--- src/rtl/fini_round_ctrl.sv ---
// Round sequencer and fault-response controller for a replicated GF(2) multiply datapath.
// Iterates the datapath ROUNDS times and zeroizes the result if the consistency detector ever disagrees.
module fini_round_ctrl #(
    parameter int REP    = 3,
    parameter int W      = 1,
    parameter int ROUNDS = 4,
    parameter int CNTW   = 8
) (
    input  logic                port_clk,
    input  logic                port_rst,
    input  logic                port_start,
    output logic                port_ready,
    input  logic [REP*W-1:0]    port_a_in,
    input  logic [REP*W-1:0]    port_b_in,
    output logic [REP*W-1:0]    port_dp_a,
    output logic [REP*W-1:0]    port_dp_b,
    input  logic [REP*W-1:0]    port_dp_c,
    input  logic                port_dp_ok,
    output logic [REP*W-1:0]    port_c,
    output logic                port_valid,
    input  logic                port_ack,
    output logic                port_fault,
    input  logic                port_clr_fault,
    output logic [CNTW-1:0]     port_fault_cnt,
    output logic [1:0]          port_dbg_state
);

    localparam int CW = (ROUNDS > 1) ? $clog2(ROUNDS) : 1;
    localparam logic [CW-1:0] LAST = CW'(ROUNDS - 1);

    typedef enum logic [1:0] {
        ST_IDLE  = 2'd0,
        ST_RUN   = 2'd1,
        ST_DONE  = 2'd2,
        ST_ABORT = 2'd3
    } state_t;

    state_t            state;
    logic [REP*W-1:0]  sreg;
    logic [REP*W-1:0]  breg;
    logic [CW-1:0]     cnt;
    logic              fault;
    logic [CNTW-1:0]   fault_cnt;

    // Handshakes: a job is accepted on an edge where start=1 and ready=1; a
    // result/abort is held while valid=1 and retired on the edge where ack=1.
    always_ff @(posedge port_clk or posedge port_rst) begin
        if (port_rst) begin
            state     <= ST_IDLE;
            sreg      <= '0;
            breg      <= '0;
            cnt       <= '0;
            fault     <= 1'b0;
            fault_cnt <= '0;
        end else begin
            case (state)
                ST_IDLE: begin
                    // Clearing takes priority so a start cannot slip in on the same edge.
                    if (port_clr_fault) begin
                        fault <= 1'b0;
                    end else if (port_start && !fault) begin
                        sreg  <= port_a_in;
                        breg  <= port_b_in;
                        cnt   <= '0;
                        state <= ST_RUN;
                    end
                end
                ST_RUN: begin
                    if (port_dp_ok) begin
                        sreg <= port_dp_c;
                        cnt  <= cnt + 1'b1;
                        if (cnt == LAST) begin
                            state <= ST_DONE;
                        end
                    end else begin
                        sreg  <= '0;
                        fault <= 1'b1;
                        if (fault_cnt != {CNTW{1'b1}}) begin
                            fault_cnt <= fault_cnt + 1'b1;
                        end
                        state <= ST_ABORT;
                    end
                end
                ST_DONE: begin
                    if (port_ack) begin
                        sreg  <= '0;
                        state <= ST_IDLE;
                    end
                end
                ST_ABORT: begin
                    if (port_ack) begin
                        state <= ST_IDLE;
                    end
                end
                default: state <= ST_IDLE;
            endcase
        end
    end

    // Outputs decode only registered state, keeping dp_ok off every output path.
    assign port_ready     = (state == ST_IDLE) && !fault;
    assign port_dp_a      = (state == ST_RUN) ? sreg : '0;
    assign port_dp_b      = (state == ST_RUN) ? breg : '0;
    assign port_valid     = (state == ST_DONE) || (state == ST_ABORT);
    assign port_c         = (state == ST_DONE) ? sreg : '0;
    assign port_fault     = fault;
    assign port_fault_cnt = fault_cnt;
    assign port_dbg_state = state;

endmodule

--- config.mk ---
export PLATFORM = sky130hd
export DESIGN_NAME = fini_round_ctrl
export DESIGN_NICKNAME = d
export VERILOG_FILES = /design/src/rtl/fini_round_ctrl.sv
export SDC_FILE = /design/constraint.sdc
export NUM_CORES = 1
export LEC_CHECK = 0
export ABC_AREA = 1
export BUFFER_PORTS_ARGS = -buffer_cell sky130_fd_sc_hd__buf_2
export CAP_MARGIN = 20
export CELL_PAD_IN_SITES_DETAIL_PLACEMENT = 1
export CELL_PAD_IN_SITES_GLOBAL_PLACEMENT = 1
export CORE_MARGIN = 2
export CORE_UTILIZATION = 32
export CTS_BUF_LIST = sky130_fd_sc_hd__clkbuf_16
export DETAILED_ROUTE_END_ITERATION = 7
export GPL_TIMING_DRIVEN = 0
export PLACE_DENSITY = 0.84
export SLEW_MARGIN = 30
export SYNTH_ARGS = -nofsm -noshare
export SYNTH_HDL_FRONTEND = slang
export SYNTH_SLANG_ARGS = --single-unit
--- constraint.sdc ---
create_clock -name port_clk -period 1.4 [get_ports port_clk]
set_input_delay 0.07 -clock port_clk [delete_from_list [all_inputs] [get_ports port_clk]]
set_output_delay 0.07 -clock port_clk [all_outputs]
set_load 0.005 [all_outputs]
Word level (Yosys, flattened, before mapping) --
Cells that the tools add are included.
Word-level totals: register bits after elaboration 19, output and inout bits 22, word-level logic and storage cells 58
Operators by class: add/sub/neg operators 2, equality and inequality tests 13, multiplexer cells 21, bitwise operators 2, reductions and logical operators 14
Operators by type and width (number):
- 3-bit 2-to-1 mux | 7
- 2-bit 2-to-1 mux | 8
- 2-bit inequality test (second input constant) | 6
- 4-bit AND reduction | 3
- 3-bit case mux with 3 select lines | 1
- 3-bit AND reduction | 3
- 8-bit by 1-bit adder with 8-bit output (second input constant) | 1
- 8-bit inequality test (second input constant) | 1
- 2-bit == test (second input constant) | 3
- 2-bit case mux with 3 select lines | 1
- 2-bit case mux with 2 select lines | 1
- 3-bit inequality test (second input constant) | 1
- 3-bit nonzero test | 1
- 2-bit by 1-bit adder with 2-bit output (second input constant) | 1
- 2-bit by 1-bit == test with 1-bit output (second input constant) | 1
- 1-bit logical AND | 2
- 2-bit logical NOT | 1
- 1-bit 2-to-1 mux | 2
- 2-bit by 1-bit inequality test with 1-bit output (second input constant) | 1
- 1-bit NOT | 2
- 1-bit case mux with 2 select lines | 1
- 2-bit nonzero test | 1
- 2-bit OR reduction | 1
- 1-bit logical NOT | 1
- 1-bit logical OR | 1

Logic depth before layout (Yosys ltp) --
depth after elaboration 5, gate-level depth with buffers 9, gate-level depth less buffers 8

Worst setup path before layout --
No wires, ideal clock.
path kind register -> register, from register state[1] (netlist: port_dbg_state[1]), to register state[0] (netlist: port_dbg_state[0]), library setup time 117 ps, data arrival time 1267 ps, data required time 1283 ps, slack 16 ps, stages on the path, launching flop included 10, path buffers 1, path through dfrtp_1 inv_1 ha_1 buf_4 nand2_1 nor2_1 nor2_1 nand2_1 nand2_1 nand2_1
Between the ends: word-level cells in the longest chain between the ends 4, elaborated cells between the ends (all ways) 11, those cells by class eq/ne (7); mux (1); reduce/logical (3)
RTL lines:
- start: declaration | RTL line 38 | state_t state;
- start signal: assignment | RTL line 49 | state <= ST_IDLE;
- start signal: assignment | RTL line 65 | state <= ST_RUN;
- start signal: assignment | RTL line 73 | state <= ST_DONE;
- 2-bit == test | RTL line 56 | case (state)
- 2-bit OR reduction (no source line)
- 2-bit by 1-bit inequality test with 1-bit output (no source line)
- 4-bit AND reduction (no source line)
Several ways; a longest one is shown, not always the timed one. A chain may end at the register's enable or synchronous reset.

Worst setup path after layout --
from register fault_cnt[1] (netlist: port_fault_cnt[1]), to register fault_cnt[6] (netlist: port_fault_cnt[6])
Between the ends: word-level cells in the longest chain between the ends 2, elaborated cells between the ends (all ways) 3, those cells by class add/sub (1); eq/ne (1); reduce/logical (1)
RTL lines:
- start: declaration | RTL line 43 | logic [CNTW-1:0] fault_cnt;
- start signal: assignment | RTL line 79 | fault_cnt <= fault_cnt + 1'b1;
- parallel branches: the longest is 2 deep, another holds 8-bit by 1-bit adder with 8-bit output
Several ways; the timed one is not identified.

==> results.sh <==
export IMPL_status="finished with violations"
export IMPL_violations="setup timing"
export IMPL_synth_mux_area_frac=0
export IMPL_drt_iter0_drc=60
export IMPL_synth_distinct_cells=24
export IMPL_arrival_ns=1.62
export IMPL_post_drt_wl_per_cell_um=17.7
export IMPL_yosysMostFrequentCell="nand2_1"
export IMPL_vdd_drop_max_mv=0.864
export IMPL_cap_violations=0
export IMPL_finalNonFillerCells=279
export IMPL_numCtsBuffers=3
export IMPL_antenna_left=0
export IMPL_avgSynthCellArea_um2=7.17
export IMPL_antenna_found_initial=0
export IMPL_hold_class="in -> reg"
export IMPL_pre_cts_slack_ns=-0.211
export IMPL_synthTopCellsByCount="74 x nand2_1, 22 x inv_1, 19 x dfrtp_1"
export IMPL_dp_hpwl_um=2430
export IMPL_synth_ff_type="dfrtp_1"
export IMPL_grt_remaining_overflow=0
export IMPL_die_w_um=67.0
export IMPL_drc=0
export IMPL_clock_sinks=19
export IMPL_grt_pass1_wl_um=6960
export IMPL_drv_slew=0
export IMPL_crit_fanout=4
export IMPL_critPathLaunchType="flip-flop"
export IMPL_fin_ws_ns=-0.0802
export IMPL_placed_area_mm2=0.00151
export IMPL_root_buffer="clkbuf_16"
export IMPL_dr_pass1_iters=4
export IMPL_final_nets=255
export IMPL_path_class="reg -> reg"
export IMPL_dp_cells=261
export IMPL_ff_latch_area_um2=477
export IMPL_worst_pin_slew_ns=0.791
export IMPL_die_h_um=67.0
export IMPL_vias=1385
export IMPL_yosys_area_share_simple=0.412
export IMPL_endpoint_kind="flip-flop"
export IMPL_drt_total_wl_um=4930
export IMPL_finalHoldViolCount=0
export IMPL_finalCritPeriodShare=1.06
export IMPL_grt_setup_unrepaired="true"
export IMPL_yosysWarningCount=0
export IMPL_rows=22
export IMPL_finClkSkew_ns=0.00503
export IMPL_setup_viol=16
export IMPL_worst_slew_margin_rel=0.472
export IMPL_fp_coreArea_mm2=0.00374
export IMPL_die_area_mm2=0.00448
export IMPL_synth_top_family_by_area="simple AND/OR/NAND/NOR gates"
export IMPL_area_growth_pct=54.0
export IMPL_htree_levels=1
export IMPL_gp_congestion=0.753
export IMPL_synth_compound_area_frac=0.0345
export IMPL_yosysTopAreaCell="dfrtp_1"
export IMPL_finalCriticalPeriod_ns=1.48
export IMPL_grt_max_degree=20
export IMPL_synthArstFlopShare=1.00
export IMPL_holdWs_ns=0.0756
export IMPL_layout_drive_gt1_share=0.489
export IMPL_portBuffers=36
export IMPL_final_area_mm2=0.00195
export IMPL_vias_per_cell=4.96
export IMPL_netlist_area_leader_share=0.375
export IMPL_syn_nets=200
export IMPL_cts_buffer_depth=2
export IMPL_ys_ff_latch=19
export IMPL_p_per_area_mw_per_mm2=2250
export IMPL_insertion_delay_ns=0.26
export IMPL_synth_xor_area_frac=0.0207
export IMPL_nFillCells=480
export IMPL_yosys_area_share_adder=0.0789
export IMPL_syn_inst=177
export IMPL_synth_enable_flop_cells=0
export IMPL_initial_utilization=0.339
export IMPL_grt_pass1_vias=1397
export IMPL_path_clk_slew_ns=0.06
export IMPL_multi_input_area_um2=931
export IMPL_antenna_cells=0
export IMPL_io_pins=37
export IMPL_cp_required_ns=1.54
export IMPL_cts_tree="yes"
export IMPL_track_usage=0.212
export IMPL_netlist_area_mm2=0.00127
export IMPL_seq_area_frac_synth=0.375
export IMPL_static_leakage_power_nw=1.10
export IMPL_max_freq_ghz=0.676
export IMPL_setup_tns_ns=-0.657
export IMPL_yosys_top_cells_area="dfrtp_1 37%, nand2_1 22%, ha_1 7.9%"
[state kept, by name, summed over array words and instances, names as in the netlist]
name,cells
port_fault_cnt,8
port_dbg_state,2
breg,3
sreg,3
cnt,2
port_fault,1
[routing by layer]
metal  wire length, um  GRT usage  vias to the layer above
met4               108     0.0918                        0
met5                 0          0                        -
met2              2520      0.380                       51
met3               197     0.0253                       12
li1                  -          -                      653
met1              2110      0.253                      669
[cell type report]
class                      instances  share of cell area
clock buffer                       3              0.0384
multi-input combinational        135               0.476
sequential                        19               0.244
clock inverter                     1             0.00256
inverter                          24              0.0576
timing repair buffer              49               0.150
tap                               48              0.0307
[critical path, stage by stage, from the launching register on]
cell,delay (ns)
dfrtp_1,0.39
ha_2,0.24
nand3_1,0.13
o21ai_0,0.29
nand2_1,0.16
nand2_4,0.10
nand2_2,0.06
[timing repair]
item,4_1_cts,5_1_grt
setup buffers,8,4
resized for setup,29,44
hold buffers,1,0
setup endpoints to repair,30,24
endpoints found under the hold margin,19,0
pin swaps,10,27
gates cloned,2,0
[cells in the final DEF (no fill, tap or decap), drive strengths merged]
| cell type | synthesis | layout |
|---|---|---|
| o21bai | 1 | 1 |
| dlygate4sd3 | 0 | 1 |
| nand4 | 1 | 1 |
| xor2 | 2 | 2 |
| clkinv | 0 | 3 |
| a21oi | 3 | 3 |
| nand2 | 77 | 78 |
| nand3b | 1 | 1 |
| clkbuf | 0 | 3 |
| o21ai | 3 | 3 |
| o22ai | 1 | 1 |
| dfrtp | 19 | 19 |
| buf | 1 | 48 |
| nor2 | 20 | 21 |
| inv | 24 | 22 |
| nand3 | 15 | 15 |
| xnor2 | 1 | 1 |
| ha | 8 | 8 |
[power breakdown]
part	internal [W]	total (W)	switching (W)
combinational	0.00119	0.00281	0.00161
sequential	0.000754	0.000983	0.000230
clock	0.000384	0.000609	0.000225
total	0.00233	0.00440	0.00207
[per-stage QoR]
stage          power (W)   util
5_1_grt          0.00469  0.522
2_1_floorplan    0.00206      -
3_5_place_dp     0.00257  0.403
6_report         0.00440  0.522
3_3_place_gp     0.00251  0.403
4_1_cts          0.00375  0.476
[kinds of logic after synthesis]
kind of cell	count (synthesis)
simple gates	114
buf+inv	25
flops	19
compound gates	8
fa+ha+maj	8
xor+xnor	3
[final timing paths]
path	startpoint	end	slack (ns)	depth (start not counted)
max reg2reg	port_fault_cnt[1]	port_fault_cnt[6]	-0.08	6
max in group asynchronous	port_rst	port_dbg_state[0]	0.34	3
min reg2reg	breg[2]	breg[2]	0.48	2
max	port_fault_cnt[1]	port_fault_cnt[6]	-0.08	6
min	port_b_in[2]	breg[2]	0.08	3
min in group asynchronous	port_rst	port_fault_cnt[5]	0.52	3
No activity file was read; power rests on OpenSTA's default activity.
